## src/rtl/spi_sched_pkg.sv

```systemverilog
// Shared types and constants for the SPI transaction scheduler.
package spi_sched_pkg;

    localparam int unsigned LEN_W = 2;
    localparam int unsigned IDX_W = 2;
    localparam logic [7:0] DUMMY_BYTE = 8'h00;

    typedef enum logic [2:0] {
        ST_IDLE  = 3'd0,
        ST_ARB   = 3'd1,
        ST_SETUP = 3'd2,
        ST_BYTE  = 3'd3,
        ST_WAIT  = 3'd4,
        ST_END   = 3'd5,
        ST_GAP   = 3'd6
    } state_t;

    typedef struct packed {
        logic [7:0]       cmd;
        logic [23:0]      wdata;
        logic [LEN_W-1:0] len;
        logic             read;
    } txn_t;

    // Byte to shift out at a given index: command first, then write data MSB-first or dummy on reads.
    function automatic logic [7:0] tx_byte_sel(input txn_t txn, input logic [IDX_W-1:0] idx);
        logic [7:0] b;
        case (idx)
            2'd0:    b = txn.cmd;
            2'd1:    b = txn.wdata[23:16];
            2'd2:    b = txn.wdata[15:8];
            default: b = txn.wdata[7:0];
        endcase
        if (idx != '0 && txn.read) begin
            b = DUMMY_BYTE;
        end
        return b;
    endfunction

endpackage

```

## src/rtl/rr_arbiter2.sv

```systemverilog
// Two-way round-robin arbiter; last_grant only advances when a grant is taken.
module rr_arbiter2 (
    input  logic       clk,
    input  logic       rst,
    input  logic [1:0] req,
    input  logic       en,
    output logic [1:0] grant_c,
    output logic       grant_idx_c
);

    logic last_grant_q;
    logic last_grant_d;
    logic preferred;

    // The requester that did not win last time has priority.
    always_comb begin
        preferred   = ~last_grant_q;
        grant_idx_c = req[preferred] ? preferred : last_grant_q;
        grant_c     = (|req) ? (2'b01 << grant_idx_c) : 2'b00;
        last_grant_d = last_grant_q;
        if (en && (|req)) begin
            last_grant_d = grant_idx_c;
        end
    end

    // Reset to 1 so requester 0 wins the first arbitration.
    always_ff @(posedge clk) begin
        if (rst) begin
            last_grant_q <= 1'b1;
        end else begin
            last_grant_q <= last_grant_d;
        end
    end

endmodule

```

## src/rtl/spi_txn_scheduler.sv

```systemverilog
// Arbitrates two requesters onto one SPI byte engine, frames chip select and
// sequences command plus 0-3 data bytes, returning read data or a timeout flag.
module spi_txn_scheduler
    import spi_sched_pkg::*;
#(
    parameter int unsigned CS_SETUP = 2,
    parameter int unsigned CS_GAP   = 4,
    parameter int unsigned TIMEOUT  = 1024
) (
    input  logic        clk,
    input  logic        rst,
    input  logic [1:0]  req_valid,
    output logic [1:0]  req_ready,
    input  logic [15:0] req_cmd,
    input  logic [47:0] req_wdata,
    input  logic [3:0]  req_len,
    input  logic [1:0]  req_read,
    output logic [1:0]  resp_valid,
    output logic [23:0] resp_data,
    output logic        resp_err,
    output logic        spi_start,
    output logic [7:0]  spi_tx_byte,
    output logic        spi_rx_en,
    output logic        cs,
    input  logic        spi_done,
    input  logic [7:0]  spi_rx_byte
);

    localparam int unsigned TO_W  = (TIMEOUT > 2) ? $clog2(TIMEOUT) : 1;
    localparam int unsigned CNT_W = (TO_W > 4) ? TO_W : 4;

    state_t            state_q, state_d;
    logic [CNT_W-1:0]  cnt_q, cnt_d;
    logic [IDX_W-1:0]  idx_q, idx_d;
    logic              owner_q, owner_d;
    logic              err_q, err_d;
    txn_t              txn_q, txn_d;
    txn_t              sel_txn;
    logic [23:0]       resp_data_q, resp_data_d;

    logic [1:0]        req_ready_q, req_ready_d;
    logic [1:0]        resp_valid_q, resp_valid_d;
    logic              resp_err_q, resp_err_d;
    logic              spi_start_q, spi_start_d;
    logic [7:0]        spi_tx_byte_q, spi_tx_byte_d;
    logic              spi_rx_en_q, spi_rx_en_d;
    logic              cs_q, cs_d;

    logic              arb_en;
    logic [1:0]        grant_c;
    logic              grant_idx_c;

    rr_arbiter2 u_arb (
        .clk         (clk),
        .rst         (rst),
        .req         (req_valid),
        .en          (arb_en),
        .grant_c     (grant_c),
        .grant_idx_c (grant_idx_c)
    );

    // Request fields of whichever requester the arbiter is granting.
    always_comb begin
        sel_txn.cmd   = grant_idx_c ? req_cmd[15:8]    : req_cmd[7:0];
        sel_txn.wdata = grant_idx_c ? req_wdata[47:24] : req_wdata[23:0];
        sel_txn.len   = grant_idx_c ? req_len[3:2]     : req_len[1:0];
        sel_txn.read  = grant_idx_c ? req_read[1]      : req_read[0];
    end

    // Next-state and transaction bookkeeping.
    always_comb begin
        state_d     = state_q;
        cnt_d       = cnt_q;
        idx_d       = idx_q;
        owner_d     = owner_q;
        err_d       = err_q;
        txn_d       = txn_q;
        resp_data_d = resp_data_q;
        arb_en      = 1'b0;

        case (state_q)
            ST_IDLE: begin
                if (|req_valid) begin
                    arb_en      = 1'b1;
                    owner_d     = grant_idx_c;
                    txn_d       = sel_txn;
                    err_d       = 1'b0;
                    resp_data_d = '0;
                    state_d     = ST_ARB;
                end
            end
            ST_ARB: begin
                cnt_d   = '0;
                idx_d   = '0;
                state_d = ST_SETUP;
            end
            ST_SETUP: begin
                if (cnt_q == CNT_W'(CS_SETUP - 1)) begin
                    state_d = ST_BYTE;
                end else begin
                    cnt_d = cnt_q + CNT_W'(1);
                end
            end
            ST_BYTE: begin
                cnt_d   = '0;
                state_d = ST_WAIT;
            end
            ST_WAIT: begin
                // A done landing on the terminal count still counts as a good byte.
                if (spi_done) begin
                    if (idx_q != '0 && txn_q.read) begin
                        resp_data_d = {resp_data_q[15:0], spi_rx_byte};
                    end
                    if (idx_q == txn_q.len) begin
                        state_d = ST_END;
                    end else begin
                        idx_d   = idx_q + IDX_W'(1);
                        state_d = ST_BYTE;
                    end
                end else if (cnt_q == CNT_W'(TIMEOUT - 1)) begin
                    err_d   = 1'b1;
                    state_d = ST_END;
                end else begin
                    cnt_d = cnt_q + CNT_W'(1);
                end
            end
            ST_END: begin
                cnt_d   = '0;
                state_d = ST_GAP;
            end
            ST_GAP: begin
                if (cnt_q == CNT_W'(CS_GAP - 1)) begin
                    state_d = ST_IDLE;
                end else begin
                    cnt_d = cnt_q + CNT_W'(1);
                end
            end
            default: begin
                state_d = ST_IDLE;
            end
        endcase
    end

    // Output values decoded from the upcoming state so the registers line up with it.
    always_comb begin
        req_ready_d   = arb_en ? grant_c : 2'b00;
        cs_d          = !((state_d == ST_SETUP) || (state_d == ST_BYTE) || (state_d == ST_WAIT));
        spi_start_d   = (state_d == ST_BYTE);
        spi_tx_byte_d = spi_tx_byte_q;
        spi_rx_en_d   = 1'b0;
        resp_valid_d  = 2'b00;
        resp_err_d    = 1'b0;

        if (state_d == ST_BYTE) begin
            spi_tx_byte_d = tx_byte_sel(txn_q, idx_d);
            spi_rx_en_d   = (idx_d != '0) && txn_q.read;
        end else if (state_d == ST_WAIT) begin
            spi_rx_en_d   = spi_rx_en_q;
        end

        if (state_d == ST_END) begin
            resp_valid_d = owner_q ? 2'b10 : 2'b01;
            resp_err_d   = err_d;
        end
    end

    always_ff @(posedge clk) begin
        if (rst) begin
            state_q       <= ST_IDLE;
            cnt_q         <= '0;
            idx_q         <= '0;
            owner_q       <= 1'b0;
            err_q         <= 1'b0;
            txn_q         <= '0;
            resp_data_q   <= '0;
            req_ready_q   <= 2'b00;
            resp_valid_q  <= 2'b00;
            resp_err_q    <= 1'b0;
            spi_start_q   <= 1'b0;
            spi_tx_byte_q <= 8'h00;
            spi_rx_en_q   <= 1'b0;
            cs_q          <= 1'b1;
        end else begin
            state_q       <= state_d;
            cnt_q         <= cnt_d;
            idx_q         <= idx_d;
            owner_q       <= owner_d;
            err_q         <= err_d;
            txn_q         <= txn_d;
            resp_data_q   <= resp_data_d;
            req_ready_q   <= req_ready_d;
            resp_valid_q  <= resp_valid_d;
            resp_err_q    <= resp_err_d;
            spi_start_q   <= spi_start_d;
            spi_tx_byte_q <= spi_tx_byte_d;
            spi_rx_en_q   <= spi_rx_en_d;
            cs_q          <= cs_d;
        end
    end

    assign req_ready   = req_ready_q;
    assign resp_valid  = resp_valid_q;
    assign resp_data   = resp_data_q;
    assign resp_err    = resp_err_q;
    assign spi_start   = spi_start_q;
    assign spi_tx_byte = spi_tx_byte_q;
    assign spi_rx_en   = spi_rx_en_q;
    assign cs          = cs_q;

endmodule

```

## config.mk

```make
export PLATFORM = sky130hd
export DESIGN_NAME = spi_txn_scheduler
export DESIGN_NICKNAME = d
export VERILOG_FILES = /design/src/rtl/spi_sched_pkg.sv /design/src/rtl/rr_arbiter2.sv /design/src/rtl/spi_txn_scheduler.sv
export SDC_FILE = /design/constraint.sdc
export NUM_CORES = 1
export LEC_CHECK = 0
export BUFFER_PORTS_ARGS = -buffer_cell sky130_fd_sc_hd__buf_2
export CAP_MARGIN = 20
export CORE_ASPECT_RATIO = 0.7
export CORE_MARGIN = 2
export CORE_UTILIZATION = 39
export CTS_BUF_LIST = sky130_fd_sc_hd__clkbuf_4
export CTS_CLUSTER_SIZE = 14
export DETAILED_ROUTE_END_ITERATION = 8
export GPL_TIMING_DRIVEN = 0
export PLACE_DENSITY_LB_ADDON = 0.25
export RECOVER_POWER = 50
export SETUP_SLACK_MARGIN = 0.1
export SYNTH_ARGS = -nofsm -noshare
export SYNTH_HDL_FRONTEND = slang
export SYNTH_SLANG_ARGS = --single-unit
```

## constraint.sdc

```tcl
create_clock -name clk -period 2.9 [get_ports clk]
set_input_delay 0.29 -clock clk [delete_from_list [all_inputs] [get_ports clk]]
set_output_delay 0.29 -clock clk [all_outputs]
set_load 0.02 [all_outputs]
```

# Word level (Yosys, flattened, before mapping)

Index checks and enable logic that the tools add are counted.

Flip-flop bits (word level): 93
Latch bits: 0
RAM bits: 0
ROM bits: 0
Bits of input ports: 83
Output and inout bits: 40
Word-level logic and storage cells: 106
Memories kept: 0

Add/sub/neg operators: 2
Multipliers: 0
Divide/modulo/power cells: 0
Order comparisons: 1
Equal/unequal tests: 24
Shift-type cells: 1
Muxes and demuxes: 37
Bitwise gates (word level): 4
Reduce and logical (&&, ||, !) cells: 19

Operators with widths:

| operator                | count |
|---|---|
| $mux W24                | 4 |
| $pmux W24 S2            | 1 |
| $mux W10                | 4 |
| $pmux W10 S4            | 1 |
| $pmux W8 S3             | 1 |
| $pmux W3 S7             | 1 |
| $mux W3                 | 6 |
| $mux W8                 | 2 |
| $ne A2 B2 Y1 const B    | 8 |
| $eq A3 B3 Y1 const B    | 5 |
| $eq A3 B2 Y1 const B    | 4 |
| $mux W1                 | 11 |
| $add A10 B1 Y10 const B | 1 |
| $eq A10 B1 Y1 const B   | 1 |
| $eq A10 B10 Y1 const B  | 1 |
| $eq A10 B2 Y1 const B   | 1 |
| $mux W2                 | 4 |
| $reduce_bool A2 Y1      | 3 |
| $reduce_or A3 Y1        | 2 |
| $reduce_and A5 Y1       | 1 |
| $not A1 Y1              | 4 |
| $pmux W2 S2             | 1 |
| $reduce_and A4 Y1       | 1 |
| $reduce_bool A4 Y1      | 1 |
| other kinds (15)        | 19 |

# Longest topological paths before layout

Word-level depth: 8
Gate-level depth with buffers: 9

# Modules after synthesis

From an unflattened synthesis, not the netlist that was laid out.

Cells, all modules: 445
Area, all modules: 4,093.9 sq um

By module, submodules not included:

| module            | times used | cells an instance | area each (sq um) | seq. area each (sq um) |
|---|---|---|---|---|
| spi_txn_scheduler | 1          | 436               | 4,026.4           | 1,841.8 |
| rr_arbiter2       | 1          | 9                 | 67.6              | 20.0 |

# Worst setup path after synthesis

OpenSTA, ideal clock, no wires.

Path kind: reg-to-reg
From: reg state_q[2]
To: reg spi_tx_byte_q[0] (netlist: spi_tx_byte[0])
Arrival: 2.034 ns
Data required time: 2.838 ns
Slack: 0.804 ns
Cell stages (with the launch flop): 7
Buffers on the path: 0
Period minus slack after synthesis: 2.096 ns
Path through: dfxtp_1 > or3b_4 > or4_4 > nand3_2 > nor2_2 > nor4_4 > a32o_1

Longest elaborated chain between the ends: 5
Elaborated cells on any way between the ends: 22
Classes of those cells: eq/ne: 9; mux: 9; reduce/logical: 4

Ends and longest elaborated chain:

| what                                                      | RTL line                                 | text |
|---|---|---|
| start, declared                                           | spi_txn_scheduler.sv:32                  | `state_t state_q, state_d;` |
| start signal, assigned                                    | spi_txn_scheduler.sv:184                 | `state_q <= state_d;` |
| $eq A3 B3 Y1 / $eq A3 B1 Y1 (equally long branches)       | spi_txn_scheduler.sv:81                  | `case (state_q)` |
| $pmux W2 S2                                               | spi_txn_scheduler.sv:81                  |  |
| $eq A2 B2 Y1 (tied with other cells)                      | spi_sched_pkg.sv:28                      | `case (idx)` |
| $pmux W8 S3 / $logic_and A1 B1 Y1 (equally long branches) | spi_sched_pkg.sv:28, spi_sched_pkg.sv:34 |  |
| $mux W8                                                   | spi_sched_pkg.sv:34                      | `if (idx != '0 && txn.read) begin` |
| end signal, assigned                                      | spi_txn_scheduler.sv:195                 | `spi_tx_byte_q <= spi_tx_byte_d;` |
| end, declared                                             | spi_txn_scheduler.sv:45                  | `logic [7:0] spi_tx_byte_q, spi_tx_byte_d;` |

Parallel ways exist; a longest one is shown, timed or not.
A chain may end at the register's enable or synchronous reset.

# Worst setup path in the final report

From: reg u_arb.last_grant_q
To: reg txn_q[6] (netlist bit)

Longest elaborated chain between the ends: 4
Elaborated cells on any way between the ends: 5
Classes of those cells: mux: 4; bitwise: 1

Ends and longest elaborated chain:

| what                                        | RTL line                 | text |
|---|---|---|
| start, declared                             | rr_arbiter2.sv:11        | `logic last_grant_q;` |
| start signal, assigned                      | rr_arbiter2.sv:31        | `last_grant_q <= last_grant_d;` |
| $mux W1 (not written as such) (2 in series) | rr_arbiter2.sv:18        | `grant_idx_c = req[preferred] ? preferred : last_grant_q;` |
| $mux W1 (*)                                 | rr_arbiter2.sv:18        |  |
| $mux W24 (*)                                | spi_txn_scheduler.sv:65  | `sel_txn.wdata = grant_idx_c ? req_wdata[47:24] : req_wdata[23:0];` |
| end signal, assigned                        | spi_txn_scheduler.sv:189 | `txn_q <= txn_d;` |
| end, declared                               | spi_txn_scheduler.sv:37  | `txn_t txn_q, txn_d;` |

Mark *: on every way between the ends. The rest lies on a longest branch, timed or not. The select of a mux whose other input is x is not followed.

==> run summary <==
===========================================================================
Average wire per standard cell ...............................      14.7 um
Total of flip-flops plus latches after synthesis .............           93
Leakage Power ................................................   0.00197 uW
Total power per unit cell area ...............................   600 nW/um2
Routability-driven placement congestion ratio ................        0.904
Synthesis-to-layout area growth ..............................        20.2%
Terminus of the critical flop-to-flop path ................... txn_q[6]$_SDFFE_PP0P_
Antenna fix cells ............................................            0
Clock tree root buffer cell ..................................     clkbuf_4
Sequential-to-total area share from yosys stat ...............        0.456
Total CTS buffers ............................................            9
Count of cells resized by post-cts repair ....................            0
Total core area ..............................................    10300 um2
Internal reg-to-reg setup slack ..............................      0.25 ns
Total track usage ............................................        0.188
Placed cell area .............................................     4850 um2
CP top delay family .......................................... buffers and inverters
Die height ...................................................      89.6 um
Fraction of the mapped netlist area in compound gates ........        0.171
Slack of the critical path ...................................     0.247 ns
DIE WIDTH ....................................................       126 um
Antenna-violating nets left ..................................            0
Distinct cells, synth ........................................           43
Worst clock skew on the final layout .........................   0.00917 ns
Count of buffers from port buffering .........................          122
CP Depth .....................................................            5
Maximum fanout encountered on the critical timing path .......           10
Setup Crit Path Kind .........................................      reg2reg
Worst flop-to-flop path startpoint ........................... u_arb.last_grant_q$_SDFFE_PP1P_
Hold_sp ...................................................... spi_rx_byte[5]
Cell breakdown of the critical path .......................... mux2i_1 > clkbuf_1 > buf_1 > mux2i_1 > a211oi_1
Largest buffer count on any clock path .......................            2
Post-route cell area .........................................     4900 um2
Synthesized net count ........................................          550
Final setup TNS ..............................................         0 ns
Mean Syn Cell Area ...........................................     8.79 um2
DP Wirelength ................................................      8180 um
Setup-failing EPs final ......................................            0
Remaining routing DRC violations .............................            0
Post-synth EDFFs .............................................            0
Number of cells traversed by the worst hold path .............            3
CP dominant cell by count ....................................      mux2i_1
Hold bufs inserted after CTS .................................            0
Xor and xnor fraction of the mapped netlist area .............       0.0279
Final Slew Violations ........................................            0
Fraction of layout cells with a size suffix above 1 ..........        0.171
Clock transition at path regs ................................      0.13 ns
Highest achievable clock rate ................................      377 MHz
Critical-path cell with the highest stage delay ..............     clkbuf_1
Dominant combinational cell family by area after synthesis ... simple AND/OR/NAND/NOR gates
Remaining max-slew budget at the tightest pin ................        0.433
WP data required .............................................      3.26 ns
Longest individual stage delay on the worst path .............      0.70 ns
Async set-reset flop share out of synthesis ..................            0
Tightest Pin Transition ......................................     0.850 ns
Placement row count ..........................................           31
Setup repair after global routing missed its margin ..........          yes
Critical path buffer and inverter count ......................            2
Number of placed I/O pins ....................................          123
Final cycle utilization of the critical path .................        0.915
Vias after detailed routing ..................................         3804
Number of global-route vias before repair ....................         3406
1st-pass router iterations ...................................            4
Post-CTS Setup Bufs ..........................................            0
Peak supply drop .............................................       184 uV
Multiplexer fraction of the synthesized cell area ............       0.0960
Wire length of the first global-routing pass .................     16800 um
HP Class .....................................................       in2reg
Initial antenna violation count ..............................            0
Worst Hold Slack .............................................    0.0935 ns
Residual overflow from global routing ........................            0
Final hold vios ..............................................            0
Shortest period the worst path allows ........................      2.65 ns
H-tree lvl count .............................................            3
Worst Hold Endpoint .......................................... resp_data[5]$_SDFFE_PP0P_
1st-iter DRT viols ...........................................          215
Maximum number of pins on one net before global-route repair .           15
Netlist area before placement ................................     4080 um2
Detail-routed via count per cell .............................         5.18
Type of destination of the critical path .....................    flip-flop
Outcome ...................................................... complete, no violations
Max-cap check violation count ................................            0
TritonCTS clock tree .........................................         done
Sink count of the clock tree .................................           93
Type of origin of the critical path ..........................    flip-flop
Post-Synth Adder-Cell Area ...................................      0.00920
Final layout net count .......................................          683
Total Die Area ...............................................    11300 um2
Clk_lat worst skew ...........................................      0.44 ns
Setup slack at placement .....................................     0.259 ns
Area fraction in and, or, nand and nor cells after synthesis .        0.200
Arrival time at the worst endpoint ...........................      3.01 ns
Primary flip-flop cell chosen by synthesis mapping ...........      dfxtp_1
Post-Syn Instances ...........................................          464
Initial core utilization .....................................        0.397
Synth warnings ...............................................            0
Reg2Reg Depth ................................................            5
Final total power ............................................      2950 uW
Detailed-route wire length ...................................     10800 um
===========================================================================
## cells in the mapped netlist (all sizes together) (2+ instances only)
| library cell | count | area, um2 |
|---|---|---|
| dfxtp | 93 | 1860 |
| nor2 | 83 | 314 |
| nand2 | 42 | 158 |
| mux2i | 38 | 380 |
| a211oi | 36 | 270 |
| clkbuf | 26 | 97.6 |
| a22oi | 25 | 188 |
| nand3 | 24 | 125 |
| o21ai | 10 | 50.0 |
| xnor2 | 10 | 87.6 |
| inv | 9 | 33.8 |
| a32o | 8 | 80.1 |
| nor4 | 8 | 65.1 |
| buf | 7 | 30.0 |
| a21oi | 6 | 30.0 |
| nor3 | 4 | 20.0 |
| ha | 3 | 37.5 |
| nand2b | 3 | 18.8 |
| nor3b | 3 | 22.5 |
| xor2 | 3 | 26.3 |
| a31oi | 2 | 12.5 |
| and2 | 2 | 12.5 |
| nand4 | 2 | 12.5 |
| nor2b | 2 | 12.5 |
| o21a | 2 | 15.0 |
## worst min-delay path, delay by kind of cell
family / cells / cell delay [ns]
AO/OA/AOI/OAI: 1 / 0.07
AND/OR/NAND/NOR: 1 / 0.08
buffers and inverters: 1 / 0.08
## worst max path at each step
stage,startpoint,slack (ns),end
6_report,u_arb.last_grant_q$_SDFFE_PP1P_,0.25,txn_q[6]$_SDFFE_PP0P_
5_1_grt,state_q[2]$_SDFF_PP0_,0.09,spi_tx_byte[1]$_SDFFE_PP0N_
2_1_floorplan,state_q[2]$_SDFF_PP0_,0.80,spi_tx_byte[0]$_SDFFE_PP0N_
3_3_place_gp,state_q[0]$_SDFF_PP0_,0.28,resp_data[11]$_SDFFE_PP0P_
4_1_cts,state_q[0]$_SDFF_PP0_,0.21,resp_data[9]$_SDFFE_PP0P_
3_5_place_dp,state_q[0]$_SDFF_PP0_,0.26,resp_data[4]$_SDFFE_PP0P_
## report_power, final
group	switching [uW]	internal, uW	leakage [uW]	total [uW]
Combinational	500	297	0.00114	797
Clock	417	204	0.0000666	621
Sequential	101	1430	0.000760	1530
Total	1020	1930	0.00197	2950
## cells in the final DEF (no fill, tap or decap), types with 5 or more instances in the layout
| cell | count |
|---|---|
| a211oi_1 | 36 |
| o21ai_0 | 8 |
| dfxtp_1 | 93 |
| nand2_1 | 42 |
| nand3_1 | 24 |
| buf_2 | 84 |
| a32o_1 | 8 |
| clkbuf_1 | 65 |
| xnor2_1 | 10 |
| clkbuf_4 | 12 |
| mux2i_1 | 38 |
| nor2_1 | 83 |
| a22oi_1 | 25 |
| a21oi_1 | 5 |
| nor4_1 | 7 |
| inv_1 | 9 |
## layer usage
layer | track usage | up-vias | part of all wire
li1 | - | 1930 | -
met1 | 0.278 | 1740 | 0.50
met2 | 0.278 | 124 | 0.42
met3 | 0.0485 | 10 | 0.068
met4 | 0.0380 | 0 | 0.0079
met5 | 0 | - | 0
## cell type report
class / count / area (um2)
Multi-Input combinational cell: 329 / 2040
Buffer: 33 / 129
Inverter: 9 / 33.8
Sequential cell: 93 / 1860
Tap cell: 132 / 165
Clock buffer: 12 / 90.1
Fill cell: 1055 / 5370
Timing Repair Buffer: 122 / 561
Clock inverter: 4 / 25.0
## cells by family (layout without fill, tap and decap cells)
family / after synthesis / count (layout)
AND/OR/NAND/NOR: 179 / 179
multiplexers: 39 / 39
adder cells (fa/ha/maj): 3 / 3
flip-flops: 93 / 93
buffers and inverters: 42 / 180
AO/OA/AOI/OAI: 95 / 95
XOR/XNOR: 13 / 13
## flip-flops by register name, summed over array words and instances (netlist names)
signal,cells
txn_q,35
resp_data,24
cnt_q,10
spi_tx_byte,8
state_q,3
idx_q,2
req_ready,2
resp_valid,2
cs,1
err_q,1
owner_q,1
resp_err,1
spi_rx_en,1
spi_start,1
u_arb.last_grant_q,1
## stage by stage
step	util	instances
3_5_place_dp	0.472	718
3_3_place_gp	0.472	718
4_1_cts	0.484	734
2_1_floorplan	-	464
5_1_grt	0.477	734
6_report	0.477	734
Power figures use the tool's default switching activity.
